<file path="src/rtl/imem_loader.sv">
// Byte-serial instruction memory loader: packs big-endian bytes into 32-bit words and writes them at sequential addresses.
// Optional running XOR checksum of accepted bytes is enabled by defining IMEM_LOADER_CHECKSUM_EN.
module imem_loader #(
  parameter int DEPTH  = 16,
  parameter int ADDR_W = 4
) (
  input  logic              clk,
  input  logic              rst_n,
  input  logic              start,
  input  logic [7:0]        in_byte,
  input  logic              in_valid,
  input  logic              in_last,
  output logic              in_ready,
  output logic              wr_en,
  output logic [ADDR_W-1:0] wr_addr,
  output logic [31:0]       wr_data,
  output logic              busy,
  output logic              done,
  output logic              cpu_stall,
  output logic [ADDR_W:0]   word_count,
  output logic [7:0]        checksum,
  output logic [1:0]        fsm_state
);

  typedef enum logic [1:0] {S_IDLE, S_LOAD, S_WRITE, S_DONE} state_t;

  localparam logic [ADDR_W:0] LAST_CNT = (ADDR_W+1)'(DEPTH - 1);

  state_t              state, state_nx;
  logic [1:0]          idx;
  logic [31:0]         asm_q;
  logic [31:0]         word_nx;
  logic [4:0]          shamt;
  logic [ADDR_W-1:0]   addr_q;
  logic                last_q;
  logic                accept;
  logic                restart;

  // Handshake: a byte transfers on a rising edge where in_valid and in_ready are both high;
  // in_ready depends only on state, never on in_valid.
  always_comb begin
    in_ready = (state == S_LOAD);
    accept   = in_valid && in_ready;
    restart  = start && ((state == S_IDLE) || (state == S_DONE));
    shamt    = {2'd3 - idx, 3'b000};
    word_nx  = asm_q | ({24'h0, in_byte} << shamt);
    wr_en    = (state == S_WRITE);
    busy     = (state == S_LOAD) || (state == S_WRITE);
    done     = (state == S_DONE);
    cpu_stall = busy;
    fsm_state = state;
  end

  always_comb begin
    state_nx = state;
    case (state)
      S_IDLE:  if (start) state_nx = S_LOAD;
      S_LOAD:  if (accept && ((idx == 2'd3) || in_last)) state_nx = S_WRITE;
      S_WRITE: state_nx = (last_q || (word_count == LAST_CNT)) ? S_DONE : S_LOAD;
      S_DONE:  if (start) state_nx = S_LOAD;
      default: state_nx = S_IDLE;
    endcase
  end

  always_ff @(posedge clk) begin
    if (!rst_n) begin
      state      <= S_IDLE;
      idx        <= '0;
      asm_q      <= '0;
      addr_q     <= '0;
      last_q     <= 1'b0;
      wr_addr    <= '0;
      wr_data    <= '0;
      word_count <= '0;
    end else begin
      state <= state_nx;
      if (restart) begin
        idx        <= '0;
        asm_q      <= '0;
        addr_q     <= '0;
        last_q     <= 1'b0;
        word_count <= '0;
      end
      if (accept) begin
        // The word-closing byte goes straight to the write port; the assembly register restarts empty.
        if ((idx == 2'd3) || in_last) begin
          wr_data <= word_nx;
          wr_addr <= addr_q;
          asm_q   <= '0;
          last_q  <= in_last;
        end else begin
          asm_q <= word_nx;
          idx   <= idx + 2'd1;
        end
      end
      if (state == S_WRITE) begin
        word_count <= word_count + 1'b1;
        addr_q     <= addr_q + 1'b1;
        idx        <= '0;
      end
    end
  end

`ifdef IMEM_LOADER_CHECKSUM_EN
  logic [7:0] cs_q;
  always_ff @(posedge clk) begin
    if (!rst_n)       cs_q <= '0;
    else if (restart) cs_q <= '0;
    else if (accept)  cs_q <= cs_q ^ in_byte;
  end
  assign checksum = cs_q;
`else
  assign checksum = 8'h00;
`endif

endmodule

</file>
<file path="config.mk">
export PLATFORM = sky130hd
export DESIGN_NAME = imem_loader
export DESIGN_NICKNAME = d
export VERILOG_FILES = /design/src/rtl/imem_loader.sv
export SDC_FILE = /design/constraint.sdc
export NUM_CORES = 1
export LEC_CHECK = 0
export BUFFER_PORTS_ARGS = -buffer_cell sky130_fd_sc_hd__buf_2
export CAP_MARGIN = 20
export CORE_UTILIZATION = 25
export DETAILED_ROUTE_END_ITERATION = 10
export PLACE_DENSITY = 0.52
export SETUP_SLACK_MARGIN = 0.2
export SKIP_LAST_GASP = 1
export SLEW_MARGIN = 10
export SYNTH_ARGS = -nofsm -noshare
export SYNTH_HDL_FRONTEND = slang
export SYNTH_SLANG_ARGS = --single-unit
</file>
<file path="constraint.sdc">
create_clock -name clk -period 3 [get_ports clk]
set_input_delay 0.3 -clock clk [delete_from_list [all_inputs] [get_ports clk]]
set_output_delay 0.3 -clock clk [all_outputs]
set_load 0.01 [all_outputs]
</file>
After elaboration in Yosys (flattened, before gate mapping). Index checks and enable logic that the tools add are counted.

Equal/unequal tests: 7. Shift operators: 1. Add/subtract/negate cells: 4. Muxes and demuxes: 17. Reductions and logical operators: 14. Bitwise operators: 2.

Operators with widths (count): two-way mux 32 bit (3); bitwise OR 32 bit (1); left shift 8 x 5 -> 32 bit (1); two-way mux 2 bit (6); two-way mux 5 bit (2); two-way mux 4 bit (2); equality test 2 bit (second input constant) (3); one-hot mux 2 bit (3 select lines) (1); adder 5 x 1 -> 5 bit (second input constant) (1); equality test 5 x 4 -> 1 bit (second input constant) (1); adder 4 x 1 -> 4 bit (second input constant) (1); logical OR 1 bit (4); inequality test 2 x 1 -> 1 bit (second input constant) (2); AND reduction 2 bit (2); nonzero test 2 bit (2); OR reduction 2 bit (2); logical AND 1 bit (3); two-way mux 1 bit (3); adder 2 x 1 -> 2 bit (second input constant) (1); equality test 2 x 1 -> 1 bit (second input constant) (1); zero test 2 bit (1); subtractor 2 bit (first input constant) (1); inverter 1 bit (1).

Logic and storage cells: 53. Register bits after elaboration: 82. Output and inout bits: 56.

Longest topological paths before layout.
Depth in word-level cells: 6. Mapped depth: 7. Mapped depth without buffers: 5.

Least setup slack after synthesis. No wires, ideal clock.

Path kind: flip-flop to flip-flop. From: reg state[1], in the netlist fsm_state[1]. To: reg asm_q[5]. Cell stages (with the launch flop): 8. Data required time: 2.872 ns. Clock period less this slack: 1.663 ns. Path slack: 1.337 ns. Arrival time: 1.535 ns. Setup time: 0.128 ns. Cells stage by stage: dfxtp_1 -> inv_1 -> ha_1 -> buf_2 -> and2_1 -> o21ai_1 -> buf_2 -> o22ai_1.

Elaborated cells between the ends (all ways): 8. Those cells by class: eq/ne: 2; mux: 1; reduce/logical: 5.

RTL lines: from (decl) (RTL line 29) `state_t state, state_nx;`; from (signal assigned) (RTL line 76) `state <= state_nx;`; equality test 2 x 1 -> 1 bit (*) (RTL line 42) `in_ready = (state == S_LOAD);`; via in_ready (RTL line 13) `output logic in_ready,`; logical AND 1 bit (*) (RTL line 43) `accept = in_valid && in_ready;`; two-way mux 32 bit / nonzero test 2 bit (equally long branches); to (signal assigned) (RTL line 92) `asm_q <= word_nx;`; to (decl) (RTL line 31) `logic [31:0] asm_q;`.

The timed path passes the listed nets; every way through them passes the cells marked *. A chain may end at the register's enable or synchronous reset.

Worst setup path in the final report.
From: reg idx[1]. To: reg asm_q[8].

Cells in the longest elaborated chain, start to end: 5. Elaborated cells between the ends (all ways): 7. Those cells by class: add/sub: 1; eq/ne: 1; shift: 1; mux: 2; bitwise: 1; reduce/logical: 1.

Ends and longest elaborated chain: from (decl) (RTL line 30) `logic [1:0] idx;`; from (signal assigned) (RTL line 93) `idx <= idx + 2'd1;`; subtractor 2 bit (RTL line 45) `shamt = {2'd3 - idx, 3'b000};`; left shift 8 x 5 -> 32 bit (RTL line 46) `word_nx = asm_q | ({24'h0, in_byte} << shamt);`; bitwise OR 32 bit (RTL line 46); two-way mux 32 bit (*) (RTL line 86) `if ((idx == 2'd3) || in_last) begin`; two-way mux 32 bit (*) (RTL line 84) `if (accept) begin`.

Every way passes the cells marked *; elsewhere a longest branch is shown, timed or not.

==> results.txt <==
Number of distinct library cells after synthesis -> 33
Count of input and output buffers -> 60
R2r setup slk -> 0.99 ns
Count of clock tree sinks -> 82
Net count of the finished layout -> 446
Cell area after technology mapping -> 0.00323 mm^2
FF-to-FF Start -> idx[1]
Critical path type -> reg2reg
Post-Route Hold Slack -> 0.291 ns
DIE AREA -> 0.0134 mm^2
Initial DRT Pass Iterations -> 4
Slew HR -> 58.4%
Weighted congestion reported at the end of routability-driven placement -> 0.781
Worst Tran Pin Value -> 0.624 ns
Fin crit share -> 67.0%
Final hold violation count -> 0
Total routed wirelength -> 8.75 mm
Hold path start -> in_last
Type of element launching the critical path -> register
Async set-reset flop share out of synthesis -> 0%
Post-route DRC violation count -> 0
Vias in the first global route -> 2691
Post-synth top area share -> 50.9%
Worst-case setup slack after placement -> 1.02 ns
Power per Cell Area -> 791 mW/mm^2
Setup slack after layout -> 0.989 ns
Clock-pin slew of the registers on the worst-case setup and hold paths -> 0.06 ns
Average wire per cell in the routed design -> 14.5 um
Post-Synthesis Mean Instance Area -> 8.58 um^2
Path class of the lowest-slack min-delay path -> in2reg
Combined global-route utilization of all metal layers -> 13.7%
Number of top-level pins -> 69
Die Y-Extent -> 116 um
Most instantiated library cell after synthesis -> sky130_fd_sc_hd__dfxtp_1
Number of buffers on the longest clock path -> 2
Highest ir drop seen on vdd -> 0.476 mV
Source-to-sink clock delay at the later pin of the worst-skew pair -> 0.33 ns
Initial Utilization -> 25.6%
Cell at the root of the clock tree -> sky130_fd_sc_hd__clkbuf_16
Core utilization of the finished layout -> 31.3%
Number of antenna diodes -> 0
Die width -> 116 um
Proportion of layout cells with a drive suffix above 1 -> 19.7%
Post-synthesis sequential element count -> 82
Filler cells -> 1357
Area Growth Syn to Fin -> 22.3%
Antenna violations before repair -> 0
Number of instances on the worst hold path -> 3
Setup repair after global routing missed its margin -> false
Peak fanout along the critical path -> 32
Part of the Yosys area used for sequential elements -> 50.9%
Instance count of the mapped netlist -> 376
Type of element capturing the critical path -> register
Dominant register cell in the synthesized netlist -> sky130_fd_sc_hd__dfxtp_1
Initial DRC Count -> 175
Avg Vias per Cell -> 4.74
Post-route setup TNS -> 0 ns
Destination of the worst hold path -> last_q
Leakage dissipation -> 1.57 nW
Htree depth -> 3
Clock tree from TritonCTS -> built
Data required time at the worst endpoint -> 3.20 ns
Number of buffers inserted for hold repair after clock tree synthesis -> 0
Count of synthesis-stage warnings from yosys -> 0
Via total after detailed routing -> 2856
Ranking of synthesized cells by area -> sky130_fd_sc_hd__dfxtp_1 51%, sky130_fd_sc_hd__a21oi_1 11%, sky130_fd_sc_hd__nand2_1 6.7%
Arrival time at the worst endpoint -> 2.21 ns
Endpoint of the lowest-slack register-to-register path -> asm_q[8]
Postcts setup bufs -> 0
Core Region -> 0.0126 mm^2
Largest net degree at the start of global routing -> 43
HPWL Detailed -> 5.88 mm
Row cnt -> 41
Number of nets with antenna violations after routing -> 0
Global-route wire length before repair -> 14.0 mm
Total of endpoints with negative setup slack in the final report -> 0
Number of cell instances on the worst register-to-register path -> 5
Remaining Overflow, GRT -> 0
EDFF count, synth -> 0
Power consumption -> 3.12 mW
Max-cap viol count -> 0
Number of buffers inserted during clock tree synthesis -> 9
Peak clock frequency supported by timing -> 497 MHz
Setup skew after layout -> 0.00713 ns
Top cell types by occurrence after synthesis -> 82 x sky130_fd_sc_hd__dfxtp_1, 70 x sky130_fd_sc_hd__a21oi_1, 58 x sky130_fd_sc_hd__nand2_1
Final-report max-slew violation count -> 0
Outcome -> completed
Cell type with the highest aggregate area in the netlist -> sky130_fd_sc_hd__dfxtp_1
Final worst path period need -> 2.01 ns
CTS-repair resized insts -> 0
-- through the flow --
step,std cells,instance area (um^2)
2_1_floorplan,383,3250
4_1_cts,603,3950
6_report,603,3950
3_3_place_gp,587,3640
5_1_grt,603,3950
3_5_place_dp,587,3640
-- worst max-delay path, stage by stage (launching register included) --
cell and delay, ns:
sky130_fd_sc_hd__dfxtp_1 0.65, sky130_fd_sc_hd__ha_1 0.41, sky130_fd_sc_hd__o211ai_2 0.23, sky130_fd_sc_hd__o21ai_2 0.12
sky130_fd_sc_hd__buf_4 0.34, sky130_fd_sc_hd__o22ai_1 0.11
-- placed cells by master, fill, tap and decap left out, types with 2 or more instances in the layout --
cell type                   synthesis  final
sky130_fd_sc_hd__buf_2             11     60
sky130_fd_sc_hd__a21oi_1           70     70
sky130_fd_sc_hd__a311oi_1           4      4
sky130_fd_sc_hd__inv_1              6      6
sky130_fd_sc_hd__buf_4              9      6
sky130_fd_sc_hd__nand3_1           11     11
sky130_fd_sc_hd__nand2_1           58     58
sky130_fd_sc_hd__dfxtp_1           82     82
sky130_fd_sc_hd__nor2_1             4      4
sky130_fd_sc_hd__nand2b_1           4      4
sky130_fd_sc_hd__o22ai_1           32     32
sky130_fd_sc_hd__clkbuf_16          0      9
sky130_fd_sc_hd__a41oi_1            2      2
sky130_fd_sc_hd__a31oi_1            8      8
sky130_fd_sc_hd__o21ai_0           33     33
sky130_fd_sc_hd__ha_1               7      7
sky130_fd_sc_hd__conb_1             1      8
sky130_fd_sc_hd__clkinv_4           0      2
sky130_fd_sc_hd__nor2b_1            4      4
sky130_fd_sc_hd__mux2i_1            3      3
-- worst max-delay path by stage --
stage	from	depth (start not counted)	end	slack (ns)
after global placement	idx[1]	5	wr_data[28]	1.11
after floorplan	fsm_state[1]	7	asm_q[5]	1.34
after global routing	idx[1]	5	wr_data[22]	0.73
after detailed placement	idx[1]	5	wr_data[21]	1.02
final	idx[1]	5	asm_q[8]	0.99
after CTS	idx[1]	5	wr_data[21]	0.99
-- final cells by class --
cell class	instances	area, um^2	share of cell area [%]
sequential	82	1640	41.6
clock buffer	11	243	6.15
tap	172	215	5.45
inverter	6	22.5	0.571
multi-input combinational	261	1420	35.9
timing repair buffer	66	345	8.75
clock inverter	5	61.3	1.55
-- layer usage --
metal  GRT usage, %  vias to the layer above  part of all wire [%]
li1               -                     1440                     -
met1           18.3                     1323                    47
met2           21.6                       89                    46
met3           4.08                        4                   5.8
met4           3.59                        0                  0.50
met5              0                        -                     0
-- power breakdown --
part           total [mW]  internal [mW]  switching (mW)
clock                1.11          0.672           0.441
sequential           1.25           1.19          0.0636
combinational       0.757          0.261           0.497
-- sequential cells by signal (all words and copies together), names as in the netlist --
name        cells
asm_q          32
wr_data        32
word_count      5
addr_q          4
wr_addr         4
fsm_state       2
idx             2
last_q          1
-- cells by family (layout without fill, tap and decap cells) --
kind of cell               after synthesis  count (layout)  synth area share [%]
muxes                                    3               3                 0.931
DFF                                     82              82                  50.9
buffers and inverters                   40              88                  6.13
AOI/OAI and AO/OA                      155             155                  26.9
other                                    1               8                 0.116
and+or+nand+nor                         88              88                  12.3
adders and majority gates                7               7                  2.71
Power figures use the tool's default switching activity.
